===== src/rtl/div_pkg.sv =====
// -----------------------------------------------------------------------------
// div_pkg: shared types and constants for the multi-cycle MIPS DIV/DIVU unit.
//   div_state_t : controller states (IDLE/BUSY/DONE)
//   DIV_ITERS   : restoring iterations per operation
//   CNT_W       : iteration counter width
//   mag()       : two's-complement magnitude helper
// -----------------------------------------------------------------------------
package div_pkg;

  localparam int DIV_ITERS = 32;
  localparam int CNT_W     = 5;

  typedef enum logic [1:0] {
    IDLE = 2'd0,
    BUSY = 2'd1,
    DONE = 2'd2
  } div_state_t;

  // Magnitude of a value that is negative when neg is set; wraps mod 2^32,
  // so -2^31 maps onto itself, which the unsigned datapath reads as 2^31.
  function automatic logic [31:0] mag(input logic [31:0] x, input logic neg);
    return neg ? (32'd0 - x) : x;
  endfunction

endpackage


===== src/rtl/div_step.sv =====
// -----------------------------------------------------------------------------
// div_step: one combinational restoring-division iteration.
//   rem_i/quo_i : current {remainder, quotient} pair
//   dvs_i       : divisor magnitude
//   rem_o/quo_o : pair after shift, trial subtract and quotient-bit insert
// -----------------------------------------------------------------------------
module div_step #(
  parameter int WIDTH = 32
) (
  input  logic [WIDTH-1:0] rem_i,
  input  logic [WIDTH-1:0] quo_i,
  input  logic [WIDTH-1:0] dvs_i,
  output logic [WIDTH-1:0] rem_o,
  output logic [WIDTH-1:0] quo_o
);

  // The shifted remainder needs one extra bit; the difference needs one more
  // so its MSB is a clean borrow flag.
  logic [WIDTH:0]   rem_sh;
  logic [WIDTH+1:0] diff;

  assign rem_sh = {rem_i, quo_i[WIDTH-1]};
  assign diff   = {1'b0, rem_sh} - {2'b00, dvs_i};

  always_comb begin
    if (!diff[WIDTH+1]) begin
      rem_o = diff[WIDTH-1:0];
      quo_o = {quo_i[WIDTH-2:0], 1'b1};
    end else begin
      rem_o = rem_sh[WIDTH-1:0];
      quo_o = {quo_i[WIDTH-2:0], 1'b0};
    end
  end

endmodule


===== src/rtl/div_unit.sv =====
// -----------------------------------------------------------------------------
// div_unit: multi-cycle 32-bit divider for MIPS DIV/DIVU (execute stage).
//   clk, resetn         : clock, asynchronous active-low reset
//   div_start           : valid DIV/DIVU in execute
//   div_signed          : 1 = DIV, 0 = DIVU
//   a, b                : dividend (rs), divisor (rt)
//   flush               : exception flush, aborts any operation
//   stall_all           : global freeze, holds the DONE state
//   div_stall           : hold request to the hazard unit
//   hi, lo              : registered remainder / quotient
//   div_done            : hi/lo hold a new result this cycle
// Optional feature: define DIV_EARLY_OUT_EN to finish divide-by-zero and
// |b| > |a| operations straight from IDLE (one-cycle stall).
// -----------------------------------------------------------------------------
module div_unit
  import div_pkg::*;
#(
  parameter int WIDTH = 32
) (
  input  logic             clk,
  input  logic             resetn,
  input  logic             div_start,
  input  logic             div_signed,
  input  logic [WIDTH-1:0] a,
  input  logic [WIDTH-1:0] b,
  input  logic             flush,
  input  logic             stall_all,
  output logic             div_stall,
  output logic [WIDTH-1:0] hi,
  output logic [WIDTH-1:0] lo,
  output logic             div_done
);

  div_state_t       state_q, state_d;
  logic [CNT_W-1:0] cnt_q, cnt_d;
  logic [WIDTH-1:0] rem_q, rem_d, quo_q, quo_d, dvs_q, dvs_d;
  logic             q_neg_q, q_neg_d, r_neg_q, r_neg_d, dbz_q, dbz_d;
  logic [WIDTH-1:0] hi_q, hi_d, lo_q, lo_d;

  logic [WIDTH-1:0] rem_nx, quo_nx, a_mag, b_mag, hi_fix, lo_fix;
  logic             a_neg, b_neg;

  div_step #(.WIDTH(WIDTH)) u_step (
    .rem_i (rem_q),
    .quo_i (quo_q),
    .dvs_i (dvs_q),
    .rem_o (rem_nx),
    .quo_o (quo_nx)
  );

  assign a_neg = div_signed & a[WIDTH-1];
  assign b_neg = div_signed & b[WIDTH-1];
  assign a_mag = mag(a, a_neg);
  assign b_mag = mag(b, b_neg);

  // Sign fix applied to the final iteration. A zero divisor leaves the
  // remainder equal to |a| (so hi becomes a after the fix), but the quotient
  // must be forced to all ones regardless of the sign mode.
  assign hi_fix = r_neg_q ? (WIDTH'(0) - rem_nx) : rem_nx;
  assign lo_fix = dbz_q ? '1 : (q_neg_q ? (WIDTH'(0) - quo_nx) : quo_nx);

  always_comb begin
    // NOTE: every signal gets a default first so no path through the case
    // leaves one unassigned, which would otherwise infer a latch.
    state_d = state_q;
    cnt_d   = cnt_q;
    rem_d   = rem_q;
    quo_d   = quo_q;
    dvs_d   = dvs_q;
    q_neg_d = q_neg_q;
    r_neg_d = r_neg_q;
    dbz_d   = dbz_q;
    hi_d    = hi_q;
    lo_d    = lo_q;

    unique case (state_q)
      IDLE: begin
        if (div_start) begin
          q_neg_d = div_signed & (a[WIDTH-1] ^ b[WIDTH-1]);
          r_neg_d = a_neg;
          dbz_d   = (b == '0);
          rem_d   = '0;
          quo_d   = a_mag;
          dvs_d   = b_mag;
          cnt_d   = '0;
          state_d = BUSY;
`ifdef DIV_EARLY_OUT_EN
          // Quotient is trivially 0 (or all ones for a zero divisor) and the
          // remainder is the dividend itself, sign included.
          if ((b == '0) || (b_mag > a_mag)) begin
            hi_d    = a;
            lo_d    = (b == '0) ? '1 : '0;
            state_d = DONE;
          end
`endif
        end
      end
      BUSY: begin
        rem_d = rem_nx;
        quo_d = quo_nx;
        cnt_d = cnt_q + CNT_W'(1);
        if (cnt_q == CNT_W'(DIV_ITERS - 1)) begin
          hi_d    = hi_fix;
          lo_d    = lo_fix;
          cnt_d   = '0;
          state_d = DONE;
        end
      end
      DONE: begin
        if (!stall_all) state_d = IDLE;
      end
      default: state_d = IDLE;
    endcase

    // Flush overrides everything, including a completion in the same cycle.
    if (flush) begin
      state_d = IDLE;
      cnt_d   = '0;
      hi_d    = hi_q;
      lo_d    = lo_q;
    end
  end

  // NOTE: sequential state uses non-blocking assignments so every register
  // samples its pre-edge inputs, independent of statement order.
  always_ff @(posedge clk or negedge resetn) begin
    if (!resetn) begin
      state_q <= IDLE;
      cnt_q   <= '0;
      rem_q   <= '0;
      quo_q   <= '0;
      dvs_q   <= '0;
      q_neg_q <= 1'b0;
      r_neg_q <= 1'b0;
      dbz_q   <= 1'b0;
      hi_q    <= '0;
      lo_q    <= '0;
    end else begin
      state_q <= state_d;
      cnt_q   <= cnt_d;
      rem_q   <= rem_d;
      quo_q   <= quo_d;
      dvs_q   <= dvs_d;
      q_neg_q <= q_neg_d;
      r_neg_q <= r_neg_d;
      dbz_q   <= dbz_d;
      hi_q    <= hi_d;
      lo_q    <= lo_d;
    end
  end

  assign hi        = hi_q;
  assign lo        = lo_q;
  assign div_done  = (state_q == DONE);
  assign div_stall = ~flush & (((state_q == IDLE) & div_start) | (state_q == BUSY));

endmodule


===== config.mk =====
export PLATFORM = sky130hd
export DESIGN_NAME = div_unit
export DESIGN_NICKNAME = d
export VERILOG_FILES = /design/src/rtl/div_pkg.sv /design/src/rtl/div_step.sv /design/src/rtl/div_unit.sv
export SDC_FILE = /design/constraint.sdc
export NUM_CORES = 1
export LEC_CHECK = 0
export BUFFER_PORTS_ARGS = -buffer_cell sky130_fd_sc_hd__buf_2
export CAP_MARGIN = 10
export CORE_UTILIZATION = 60
export CTS_CLUSTER_SIZE = 20
export DETAILED_ROUTE_END_ITERATION = 10
export GPL_ROUTABILITY_DRIVEN = 1
export GPL_TIMING_DRIVEN = 0
export PLACE_DENSITY = 0.82
export REMOVE_ABC_BUFFERS = 1
export SLEW_MARGIN = 40
export SYNTH_ARGS = -nofsm -noshare
export SYNTH_HDL_FRONTEND = slang
export SYNTH_HIERARCHICAL = 1
export SYNTH_SLANG_ARGS = --single-unit

===== constraint.sdc =====
create_clock -name clk -period 4.2 [get_ports clk]
set_input_delay 0.84 -clock clk [delete_from_list [all_inputs] [get_ports clk]]
set_output_delay 0.84 -clock clk [all_outputs]
set_load 0.05 [all_outputs]

==> qor_table.md <==
| Parameter | Reported |
|---|---|
| YS warnings | 6 |
| Later-pin clock latency in the skew report | 440 ps |
| Vias in the first global route | 10480 |
| #FFs+latches synth | 170 |
| Min Clock Period, post-route | 4079 ps |
| Core region area | 19530 µm² |
| Maximum cell stage delay along the critical path | 580 ps |
| Wire length per cell after detailed routing | 18.30 µm |
| Global-route congestion overflow total | 0 |
| DRC violation count after routing | 0 |
| Non-filler instance count after layout | 1818 |
| CTS tree | done |
| Setup-violating endpoint count in the final report | 0 |
| Fraction of the core area covered by cells at the end of the flow | 0.7105 |
| Post-placement cell count | 1765 |
| Number of buffers and inverters on the critical path | 2 |
| CTS H-tree depth | 4 |
| Clock Sink Count | 170 |
| Total power per unit cell area | 594.1 nW/µm² |
| Total of buffers placed on input and output ports | 135 |
| Cell Chain, Critical Path | inv_1 > ha_1 > inv_1 > fa_1 > a21o_1 > a31oi_4 > o21bai_2 > and3_1 > o41ai_2 > xor2_1 > o21ai_1 > or4_4 > or2_2 > o31ai_4 > xor2_1 > o21ai_0 |
| Setup Slack @ Placement | -929.3 ps |
| Vertical die dimension | 143.5 µm |
| Reported max-cap violation count | 0 |
| Die ar. | 20600 µm² |
| Estimated wirelength of the detail-placed design | 23310 µm |
| Global-route wire length before repair | 53030 µm |
| Most frequent cells in the layout | sky130_fd_sc_hd__nand2_1, sky130_fd_sc_hd__dfrtp_1, sky130_fd_sc_hd__buf_2, sky130_fd_sc_hd__o21ai_0, sky130_fd_sc_hd__nor2_1 |
| Pre-antenna DRT Iters | 6 |
| Crit path depth | 16 |
| Most common flop cell mapped by yosys | sky130_fd_sc_hd__dfrtp_1 |
| Max-slew violation count | 0 |
| Static leakage power | 6.148 nW |
| Max Fclk | 245.2 MHz |
| End of the worst register-to-register path | hi[30] |
| IO Count | 136 |
| Worst slew pin tran | 780.8 ps |
| Initial core utilization | 0.6155 |
| DRC marker count from the first detailed-route iteration | 1023 |
| CP max stage cell | sky130_fd_sc_hd__or4_4 |
| Arrival time at the worst endpoint | 4390 ps |
| Period utilization | 0.9712 |
| Top cell family by delay on the critical path | compound AO/OA/AOI/OAI gates |
| Pin count of the biggest net entering global routing | 76 |
| Cell area after technology mapping | 12020 µm² |
| Reg2Reg Setup Slack | 120 ps |
| Worst min path class | input port to asynchronous set/reset pin |
| Final count of hold timing violations | 0 |
| R2r startpoint | quo_q[31] |
| Clock buffer depth | 2 |
| Category of the critical setup timing path | register to register |
| Initial antenna violation count | 1 |
| Share of synthesized registers carrying an async set or reset | 1.000 |
| Number of enable flip-flop cells after synthesis | 0 |
| Number of cells traversed by the worst register-to-register path | 16 |
| Clock skew after layout | 16.06 ps |
| Unique masters post-synth | 81 |
| Placer's final routability congestion estimate | 0.9351 |
| Mean instance size in the synthesized netlist | 8.265 µm² |
| Result of the run | completed |
| Startpoint class of the critical path | register |
| Width of the chip | 143.5 µm |
| Post-DR vias/cell | 6.181 |
| Total via count in the routed design | 11240 |
| Number of buffers inserted during clock tree synthesis | 17 |
| Number of instances in the synthesized netlist | 1454 |
| Crit path capture type | register |
| Slack of the critical path | 120.9 ps |
| CP required | 4510 ps |
| Clock Root Buffer | sky130_fd_sc_hd__clkbuf_16 |
| Worst-path maximum fanout | 3 |
| Net count, final | 1648 |
| Most common cell after layout, fill and taps aside | sky130_fd_sc_hd__nand2_1 |
| Relative area change from synthesis to final layout | 15.44% |
| Total wire length | 33270 µm |
| Antenna-violating nets left | 0 |
| Sequential share of the synthesized area | 0.3540 |
| Number of placement rows | 51 |
| Relative slew slack | 0.4739 |
| Share of cells above drive strength 1 | 0.2023 |
| Setup TNS after final layout | 0 ps |
| Clock transition at the register clock pins on the worst setup and hold paths after CTS | 70 ps |
| All-Layer GR Usage | 0.3296 |
| Maximum ir drop on the vdd rail | 388.0 µV |
==> layout make-up <==
type	count	area, µm²
Antenna cell	1	2.502
Clock buffer	19	452.9
Clock inverter	13	155.1
Fill cell	1553	5653
Inverter	60	230.2
Multi-Input combinational cell	1116	7306
Sequential cell	170	4257
Tap cell	265	331.6
Timing Repair Buffer	174	1139
==> synthesized netlist by cell type, types with 11 or more instances <==
cell type	number	area [µm²]
sky130_fd_sc_hd__a21o_1	14	105.1
sky130_fd_sc_hd__o21ai_1	12	60.06
sky130_fd_sc_hd__mux2i_1	15	150.1
sky130_fd_sc_hd__or2_2	12	75.07
sky130_fd_sc_hd__nor4_1	14	87.58
sky130_fd_sc_hd__clkbuf_1	58	217.7
sky130_fd_sc_hd__o41ai_1	18	157.7
sky130_fd_sc_hd__or3_1	14	87.58
sky130_fd_sc_hd__nand2_1	208	780.8
sky130_fd_sc_hd__a21oi_1	91	455.4
sky130_fd_sc_hd__nor3_1	32	160.2
sky130_fd_sc_hd__inv_1	59	221.5
sky130_fd_sc_hd__o21ai_0	130	650.6
sky130_fd_sc_hd__or4_1	14	105.1
sky130_fd_sc_hd__nand3_1	56	280.3
sky130_fd_sc_hd__buf_4	33	247.7
sky130_fd_sc_hd__a31oi_1	21	131.4
sky130_fd_sc_hd__o31ai_1	23	172.7
sky130_fd_sc_hd__dfrtp_1	170	4254
sky130_fd_sc_hd__nand4_1	12	75.07
sky130_fd_sc_hd__xor2_1	80	700.7
sky130_fd_sc_hd__nor2_1	105	394.1
sky130_fd_sc_hd__a22oi_1	16	120.1
sky130_fd_sc_hd__ha_1	38	475.5
sky130_fd_sc_hd__xnor2_1	43	376.6
sky130_fd_sc_hd__and3_1	14	87.58
sky130_fd_sc_hd__a22o_1	11	96.34
==> through the flow <==
step,cell area (µm²),hold WS (ps),total power (W)
CTS,13630,313.3,0.007804
finish,13870,304.0,0.008243
global placement,12460,456.2,0.005836
global route,13870,330.7,0.008751
floorplan,11460,448.9,0.004949
detailed placement,12830,465.3,0.006006
==> power breakdown <==
| group | switching, W | internal, W |
|---|---|---|
| Sequential | 0.000272 | 0.00188 |
| Clock | 0.000736 | 0.000924 |
| Combinational | 0.00274 | 0.00170 |
==> layer usage <==
metal / GRT usage / part of all wire
met1: 0.4171 / 0.42
met2: 0.5529 / 0.49
met3: 0.05531 / 0.062
met4: 0.1467 / 0.031
met5: 0 / 0.00042
==> cell families (layout without fill, tap and decap cells) <==
logic type / after synthesis / count (layout) / synth area share
and+or+nand+nor: 525 / 525 / 0.2064
AOI/OAI and AO/OA: 409 / 409 / 0.2259
DFF: 170 / 170 / 0.3540
buffers and inverters: 168 / 266 / 0.06538
xor gates and xnor gates: 123 / 123 / 0.08964
adders and majority gates: 39 / 39 / 0.04123
muxes: 20 / 20 / 0.01749
other: 0 / 1 / 0
==> how the worst max path moves through the flow <==
stage                     slack (ps)  endpoint       start
final                            120    hi[30]   quo_q[31]
after global routing             -20    lo[28]    rem_q[6]
after CTS                         -5    hi[31]   quo_q[31]
after detailed placement        -930    hi[18]    rem_q[9]
after global placement         -5280    lo[23]  state_q[0]
after floorplan                -1700    lo[10]  state_q[0]
==> state kept, by name (all words and copies together), names as in the netlist <==
register  cells
cnt_q         5
quo_q        32
state_q       2
q_neg_q       1
lo           32
hi           32
dvs_q        32
dbz_q         1
rem_q        32
r_neg_q       1
==> what timing repair did <==
item	CTS	global route
cloned	0	1
setup buffers	10	10
pin swaps	10	14
resized for setup	27	38
hold buffers	0	0
endpoints found under the setup margin	49	31
(Power assumes the default switching activity.)
